$ cat src/rtl/mc_control_unit.sv
// ---------------------------------------------------------------------------
// mc_control_unit
//   Control FSM of the multicycle CPU. It decodes the 6-bit opcode held in the
//   instruction register and walks each instruction through IF/ID/EXE/MEM/WB,
//   driving the datapath control lines for every state. Each instruction
//   writes the PC exactly once, in its final cycle, with the matching
//   next-PC select.
//
// Optional feature:
//   MC_BNE_EN - when defined, opcode 110101 is bne and follows the beq path.
//               When undefined, 110101 is an unknown opcode (2-cycle NOP).
//
// Ports:
//   clk        in   1  system clock, rising edge
//   reset      in   1  synchronous active-high reset, forces sIF
//   OP         in   6  opcode IR[31:26], valid from sID onward
//   zero       in   1  ALU zero flag, valid in sEXE_B
//   PCWre      out  1  PC write enable
//   PCSrc      out  2  00 pc+4, 01 branch target, 10 rs, 11 jump target
//   IRWre      out  1  instruction register load
//   ALUSrcB    out  1  0 = rt, 1 = extended immediate
//   ALUOp      out  3  000 add, 001 sub, 010 or, 011 and, 100 slt
//   ExtSel     out  1  1 = sign-extend, 0 = zero-extend
//   RegWre     out  1  register file write
//   RegDst     out  2  00 rt, 01 rd, 10 $31
//   WrRegData  out  1  0 = ALU/PC4 result, 1 = memory data
//   mRD, mWR   out  1  data memory read / write strobes
//   state      out  3  current state (sHALT reports 001)
// ---------------------------------------------------------------------------
module mc_control_unit #(
    parameter logic [5:0] HALT_OP = 6'b111111
) (
    input  logic       clk,
    input  logic       reset,
    input  logic [5:0] OP,
    input  logic       zero,
    output logic       PCWre,
    output logic [1:0] PCSrc,
    output logic       IRWre,
    output logic       ALUSrcB,
    output logic [2:0] ALUOp,
    output logic       ExtSel,
    output logic       RegWre,
    output logic [1:0] RegDst,
    output logic       WrRegData,
    output logic       mRD,
    output logic       mWR,
    output logic [2:0] state
);

    // Bit 3 is the internal halt flag; the visible code is the low 3 bits.
    typedef enum logic [3:0] {
        S_IF     = 4'b0000,
        S_ID     = 4'b0001,
        S_EXE_LS = 4'b0010,
        S_MEM    = 4'b0011,
        S_WB_L   = 4'b0100,
        S_EXE_B  = 4'b0101,
        S_EXE_R  = 4'b0110,
        S_WB_R   = 4'b0111,
        S_HALT   = 4'b1001
    } state_t;

    localparam logic [5:0] OP_ADD  = 6'b000000;
    localparam logic [5:0] OP_SUB  = 6'b000001;
    localparam logic [5:0] OP_ADDI = 6'b000010;
    localparam logic [5:0] OP_OR   = 6'b010000;
    localparam logic [5:0] OP_AND  = 6'b010001;
    localparam logic [5:0] OP_ORI  = 6'b010010;
    localparam logic [5:0] OP_SLT  = 6'b100110;
    localparam logic [5:0] OP_SW   = 6'b110000;
    localparam logic [5:0] OP_LW   = 6'b110001;
    localparam logic [5:0] OP_BEQ  = 6'b110100;
    localparam logic [5:0] OP_BNE  = 6'b110101;
    localparam logic [5:0] OP_J    = 6'b111000;
    localparam logic [5:0] OP_JR   = 6'b111001;
    localparam logic [5:0] OP_JAL  = 6'b111010;

    state_t     r_state;
    state_t     w_next_state;

    logic       w_is_rtype, w_is_imm, w_is_lw, w_is_sw, w_is_beq, w_is_bne;
    logic       w_is_j, w_is_jr, w_is_jal, w_is_halt, w_is_known;
    logic       w_ends_in_id, w_taken;
    logic [2:0] w_alu_op;
    logic       w_pc_wre, w_reg_wre, w_mem_wr;
    logic [1:0] w_pc_src;

    // ---------------- opcode decode ----------------
    assign w_is_rtype = (OP == OP_ADD) || (OP == OP_SUB) || (OP == OP_OR) ||
                        (OP == OP_AND) || (OP == OP_SLT);
    assign w_is_imm   = (OP == OP_ADDI) || (OP == OP_ORI);
    assign w_is_lw    = (OP == OP_LW);
    assign w_is_sw    = (OP == OP_SW);
    assign w_is_beq   = (OP == OP_BEQ);
`ifdef MC_BNE_EN
    assign w_is_bne   = (OP == OP_BNE);
`else
    assign w_is_bne   = 1'b0;
`endif
    assign w_is_j     = (OP == OP_J);
    assign w_is_jr    = (OP == OP_JR);
    assign w_is_jal   = (OP == OP_JAL);
    assign w_is_halt  = (OP == HALT_OP);
    assign w_is_known = w_is_rtype | w_is_imm | w_is_lw | w_is_sw | w_is_beq |
                        w_is_bne | w_is_j | w_is_jr | w_is_jal | w_is_halt;

    // Jumps and unknown opcodes (NOPs) retire in sID.
    assign w_ends_in_id = w_is_j | w_is_jr | w_is_jal | ~w_is_known;
    assign w_taken      = (w_is_beq & zero) | (w_is_bne & ~zero);

    // ALU function depends only on the opcode, so it stays stable through
    // every EXE/MEM/WB state of the instruction.
    always_comb begin
        unique case (OP)
            OP_SUB:        w_alu_op = 3'b001;
            OP_OR, OP_ORI: w_alu_op = 3'b010;
            OP_AND:        w_alu_op = 3'b011;
            OP_SLT:        w_alu_op = 3'b100;
            default:       w_alu_op = 3'b000;
        endcase
    end

    // ---------------- state register ----------------
    // NOTE: sequential state uses non-blocking assignments so every flop
    // samples pre-edge values; combinational blocks below use blocking.
    always_ff @(posedge clk) begin
        if (reset) r_state <= S_IF;
        else       r_state <= w_next_state;
    end

    // ---------------- next-state logic ----------------
    always_comb begin
        w_next_state = S_IF;
        unique case (r_state)
            S_IF:     w_next_state = S_ID;
            S_ID: begin
                if (w_is_halt)                w_next_state = S_HALT;
                else if (w_is_beq | w_is_bne) w_next_state = S_EXE_B;
                else if (w_is_lw | w_is_sw)   w_next_state = S_EXE_LS;
                else if (w_is_rtype | w_is_imm) w_next_state = S_EXE_R;
                else                          w_next_state = S_IF;
            end
            S_EXE_LS: w_next_state = S_MEM;
            S_MEM:    w_next_state = w_is_lw ? S_WB_L : S_IF;
            S_WB_L:   w_next_state = S_IF;
            S_EXE_B:  w_next_state = S_IF;
            S_EXE_R:  w_next_state = S_WB_R;
            S_WB_R:   w_next_state = S_IF;
            S_HALT:   w_next_state = S_HALT;
            default:  w_next_state = S_IF;
        endcase
    end

    // ---------------- output decode ----------------
    always_comb begin
        // NOTE: every output gets a default first so no path can infer a latch.
        IRWre     = 1'b0;
        ALUSrcB   = 1'b0;
        ALUOp     = 3'b000;
        ExtSel    = 1'b0;
        RegDst    = 2'b00;
        WrRegData = 1'b0;
        mRD       = 1'b0;
        w_pc_wre  = 1'b0;
        w_pc_src  = 2'b00;
        w_reg_wre = 1'b0;
        w_mem_wr  = 1'b0;
        unique case (r_state)
            S_IF: IRWre = 1'b1;
            S_ID: begin
                w_pc_wre = w_ends_in_id;
                if (w_is_j | w_is_jal) w_pc_src = 2'b11;
                else if (w_is_jr)      w_pc_src = 2'b10;
                // jal writes pc+4 to $31 in the same cycle the PC updates.
                if (w_is_jal) begin
                    w_reg_wre = 1'b1;
                    RegDst    = 2'b10;
                end
            end
            S_EXE_R, S_WB_R: begin
                ALUSrcB = w_is_imm;
                ExtSel  = (OP == OP_ADDI);
                ALUOp   = w_alu_op;
                RegDst  = w_is_rtype ? 2'b01 : 2'b00;
                if (r_state == S_WB_R) begin
                    w_reg_wre = 1'b1;
                    w_pc_wre  = 1'b1;
                end
            end
            S_EXE_LS, S_MEM, S_WB_L: begin
                ALUSrcB = 1'b1;
                ExtSel  = 1'b1;
                if (r_state == S_MEM) begin
                    mRD      = w_is_lw;
                    w_mem_wr = w_is_sw;
                    w_pc_wre = w_is_sw;
                end
                if (r_state == S_WB_L) begin
                    w_reg_wre = 1'b1;
                    WrRegData = 1'b1;
                    w_pc_wre  = 1'b1;
                end
            end
            S_EXE_B: begin
                ALUOp    = 3'b001;
                ExtSel   = 1'b1;
                w_pc_wre = 1'b1;
                w_pc_src = w_taken ? 2'b01 : 2'b00;
            end
            default: ;
        endcase
    end

    // A reset cycle must never commit any architectural write.
    assign PCWre  = w_pc_wre  & ~reset;
    assign PCSrc  = reset ? 2'b00 : w_pc_src;
    assign RegWre = w_reg_wre & ~reset;
    assign mWR    = w_mem_wr  & ~reset;
    assign state  = r_state[2:0];

endmodule
$ cat config.mk
export PLATFORM = sky130hd
export DESIGN_NAME = mc_control_unit
export DESIGN_NICKNAME = d
export VERILOG_FILES = /design/src/rtl/mc_control_unit.sv
export SDC_FILE = /design/constraint.sdc
export NUM_CORES = 1
export LEC_CHECK = 0
export ABC_AREA = 1
export CORE_UTILIZATION = 42
export CTS_BUF_LIST = sky130_fd_sc_hd__clkbuf_4
export CTS_CLUSTER_SIZE = 20
export DETAILED_ROUTE_END_ITERATION = 8
export PLACE_DENSITY_LB_ADDON = 0.08
export SETUP_SLACK_MARGIN = 0.05
export SYNTH_ARGS = -nofsm -noshare
export SYNTH_HDL_FRONTEND = slang
export SYNTH_SLANG_ARGS = --single-unit
$ cat constraint.sdc
create_clock -name clk -period 1.8 [get_ports clk]
set_clock_uncertainty 0.05 [all_clocks]
set_input_delay 0.54 -clock clk [delete_from_list [all_inputs] [get_ports clk]]
set_output_delay 0.54 -clock clk [all_outputs]
set_load 0.01 [all_outputs]
==> results.json, run 1 <==
{
  "fp.dieW_um": 39.14,
  "synth_top_cell_area_share_pct": 14.90,
  "cts-root-buf": "clkbuf_4",
  "ctsHtreeMaxLevel": 1,
  "die_y_um": 39.14,
  "grt_start_max_net_pins": 8,
  "endpoint_type": "output port",
  "ys_seq_area_share_pct": 13.82,
  "start_util_pct": 45.08,
  "status": "did not finish",
  "clockBufferDepth": 2,
  "cts-buffers-inserted": 3,
  "stop_error": "[ERROR DPL-0038] Utilization greater than 100%, impossible to legalize",
  "clock_sinks": 4,
  "synthDistinctLibCells": 20,
  "place_inst": 174,
  "ys_seq_elements": 4,
  "failed_stage": "global routing (5_1_grt)",
  "crit_endpoint": "mRD",
  "syn_inst": 106,
  "rows": 13,
  "syn_nets": 115,
  "io_buffers": 26,
  "io_pins": 27,
  "place.gp.congestion": 0.8940,
  "dp_hpwl_um": 1655,
  "dp_slack_ns": -1.186,
  "yosys_warnings": 0,
  "synth_area_um2": 579.3,
  "syn_area_per_cell_um2": 5.465,
  "synth.area.top_cells": "nor2_1, dfxtp_1, nand2_1",
  "synth_largest_area_cell": "nor2_1"
}
-- cell usage after synthesis --
cell type and n:
nor4_1 1, nor2_2 4, nand2_1 20, buf_1 1, nand2_4 1, buf_4 3
o21ai_0 1, nand4_1 1, inv_1 14, inv_2 2, nor2_8 1, dfxtp_1 4
nand3_2 2, a21oi_1 8, o21ai_1 1, nor2_4 2, nand2_2 2, nor2_1 23
nand3_1 14, o211ai_1 1
-- timing repair --
action                     in CTS
gates resized for setup       128
setup endpoints to repair      21
pin swaps                      16
setup buffers                   5
hold buffers                    0
-- through the flow --
| step | setup TNS [ns] | instance area [µm²] | util (%) |
|---|---|---|---|
| after floorplan | 0 | 623.1 | - |
| after global placement | -13.64 | 1109 | 86.27 |
| after detailed placement | -14.40 | 1109 | 86.27 |
| after CTS | -2.514 | 1201 | 93.48 |
-- cell families after synthesis --
family / share of synthesized area, %
AND/OR/NAND/NOR: 61.34
buffers and inverters: 14.90
AO/OA/AOI/OAI: 9.934
flip-flops: 13.82
==> run 2, diff against run 1 <==
==> config.mk (replaced) <==
export PLATFORM = sky130hd
export DESIGN_NAME = mc_control_unit
export DESIGN_NICKNAME = d
export VERILOG_FILES = /design/src/rtl/mc_control_unit.sv
export SDC_FILE = /design/constraint.sdc
export NUM_CORES = 1
export LEC_CHECK = 0
export ABC_AREA = 1
export CORE_AREA = 2 2 63 65
export DETAILED_ROUTE_END_ITERATION = 8
export DIE_AREA = 0 0 65 67
export PLACE_DENSITY_LB_ADDON = 0.15
export SYNTH_ARGS = -nofsm -noshare
export SYNTH_HDL_FRONTEND = slang
export SYNTH_SLANG_ARGS = --single-unit
==> run 2 against run 1 <==
The flow now finishes, with violations (negative setup slack); synthesized area unchanged; synthesized cell count unchanged.
==> results.json, run 2 <==
{
  "fillCellCount": 396,
  "p_per_area_nw_per_um2": 365.5,
  "leakage_uw": 0.0007174,
  "fp.dieW_um": 65,
  "fin_cells": 231,
  "hold_violations": 0,
  "num_antenna_cells": 0,
  "antenna_found_initial": 0,
  "grt-busiest-layer": "met2",
  "syn_inst": 106,
  "place_inst": 211,
  "critPathMaxFanout": 2,
  "finalPower_uw": 509.4,
  "maxSlewHeadroom_pct": 81.82,
  "max_slew.worst_pin.slew_ns": 0.2727,
  "cts-root-buf": "clkbuf_8",
  "drtIter0Drc": 27,
  "synth_largest_area_cell": "nor2_1",
  "postPlaceCellArea_um2": 1136,
  "grt_pass1_vias": 898,
  "drv_cap": 0,
  "synth_top_cell_area_share_pct": 14.90,
  "place.gp.congestion": 0.9200,
  "rows": 22,
  "layout_common_cells": "buf_4, nand2_1, nor2_1, buf_2, nor2_2",
  "grt_setup_unrepaired": "true",
  "multiInputGateArea_um2": 534.3,
  "gr-total-overflow": 0,
  "hp-class": "register to register",
  "postLayoutCoreUtil_pct": 38.65,
  "yosys_warnings": 0,
  "die_area_um2": 4355,
  "wl_um": 2556,
  "cp.arrival_ns": 1.46,
  "io_buffers": 26,
  "start_util_pct": 16.07,
  "violations": "negative setup slack",
  "via_per_inst": 4.078,
  "synthDistinctLibCells": 20,
  "peakVddDrop_mv": 0.1144,
  "io_pins": 27,
  "remaining_drc_errors": 0,
  "fmax_mhz": 488.5,
  "required_ns": 1.21,
  "cp-start-kind": "input port",
  "reg_top3": "r_state (4)",
  "clk_pin_slew_worst_paths_ns": 0.04,
  "regMostFlops": "r_state",
  "syn_nets": 115,
  "finalSetupViolations": 16,
  "syn_area_per_cell_um2": 5.465,
  "status": "finished, violations left",
  "r2r_cells": 8,
  "core-area_um2": 3606,
  "dp_hpwl_um": 1807,
  "yosysMostFrequentCell": "nor2_1",
  "clockBufferDepth": 2,
  "area.sequential_um2": 88.84,
  "ant_nets": 0,
  "async_flop_share_pct": 0,
  "met1_usage_pct": 13.35,
  "die_y_um": 67,
  "grtUsageMet3_pct": 0.5068,
  "synth_ff_type": "dfxtp_1",
  "endpoint_kind": "primary output",
  "ys_seq_elements": 4,
  "path_class": "input port to primary output",
  "drv_slew": 0,
  "grt_pass1_wl_um": 3877,
  "routedWlPerCell_um": 11.06,
  "largest_reg_flops": 4,
  "detail_route.first_pass.iterations": 4,
  "dp_slack_ns": -1.105,
  "grt_start_max_net_pins": 7,
  "stdcell_area_um2": 1394,
  "setup_slack_ns": -0.2470,
  "ctsHtreeMaxLevel": 1,
  "synthToLayoutAreaGrowth_pct": 140.6,
  "grt_usage_pct": 11.20,
  "cts-buffers-inserted": 3,
  "final_common_cell": "buf_4",
  "ys_seq_area_share_pct": 13.82,
  "num-nets-final": 194,
  "clkLatencyLatePin_ns": 0.22,
  "hold_depth": 4,
  "synth.area.top_cells": "nor2_1, dfxtp_1, nand2_1",
  "synth-edff-count": 0,
  "synth_area_um2": 579.3,
  "vias": 942,
  "synth_top_cells_by_count": "nor2_1, nand2_1, inv_1, nand3_1, a21oi_1",
  "clock_sinks": 4,
  "hold_buffers": 0,
  "grt.met2_usage_pct": 21.52,
  "drive_above_1_share_pct": 66.12,
  "min_period_over_period_pct": 113.7,
  "cts_tree": "yes",
  "fin_crit_ns": 2.047
}
run 2: cell counts after synthesis:
Identical to the previous run, type by type.
run 2: critical path: stages:
cell	delay, ns
buf_8	0.10
inv_4	0.05
buf_6	0.09
nand2_4	0.04
nor2_4	0.10
nand3_2	0.12
buf_4	0.15
a21oi_2	0.12
buf_2	0.14
run 2: cells by family after synthesis:
group / Yosys count / share of synthesized area [%]
AOI/OAI and AO/OA: 11 / 9.934
DFF: 4 / 13.82
buffers and inverters: 20 / 14.90
and+or+nand+nor: 71 / 61.34
run 2: path summary, 6_finish.rpt:
kind	start	end	slack (ns)
worst max-delay path	OP[2]	PCSrc[0]	-0.25
worst min-delay path	r_state[2]	r_state[3]	0.64
worst max register to register	r_state[2]	r_state[2]	0.57
worst min register to register	r_state[2]	r_state[3]	0.64
run 2: layout make-up:
| class | count | share of cell area [%] |
|---|---|---|
| timing repair buffer | 78 | 43.36 |
| multi-input combinational | 82 | 38.33 |
| sequential | 4 | 6.373 |
| inverter | 16 | 4.668 |
| tap | 48 | 4.309 |
| clock buffer | 3 | 2.962 |
run 2: metal layers:
| metal | vias to the layer above | wire [µm] |
|---|---|---|
| met5 | - | 0 |
| met4 | 0 | 51 |
| met3 | 6 | 122 |
| met2 | 25 | 1390 |
| met1 | 421 | 992 |
| li1 | 490 | - |
run 2: what timing repair did:
action	in CTS	in global routing
buffers inserted	13	4
setup endpoints to repair	18	18
pin swaps	18	13
gates resized for setup	127	16
run 2: through the flow:
| stage | setup TNS, ns | hold slack, ns |
|---|---|---|
| final | -2.545 | 0.6365 |
| after CTS | -2.441 | 0.6221 |
| after global routing | -3.758 | 0.6655 |
| after detailed placement | -13.74 | 0.6429 |
| after floorplan | 0 | 0.5099 |
| after global placement | -13.74 | 0.6443 |
run 2: report_power, final:
group	switching, µW	internal (µW)
logic	106	111
clock network	50.2	143
registers	6.48	92.5
total	163	346
No activity file was read; power rests on OpenSTA's default activity.
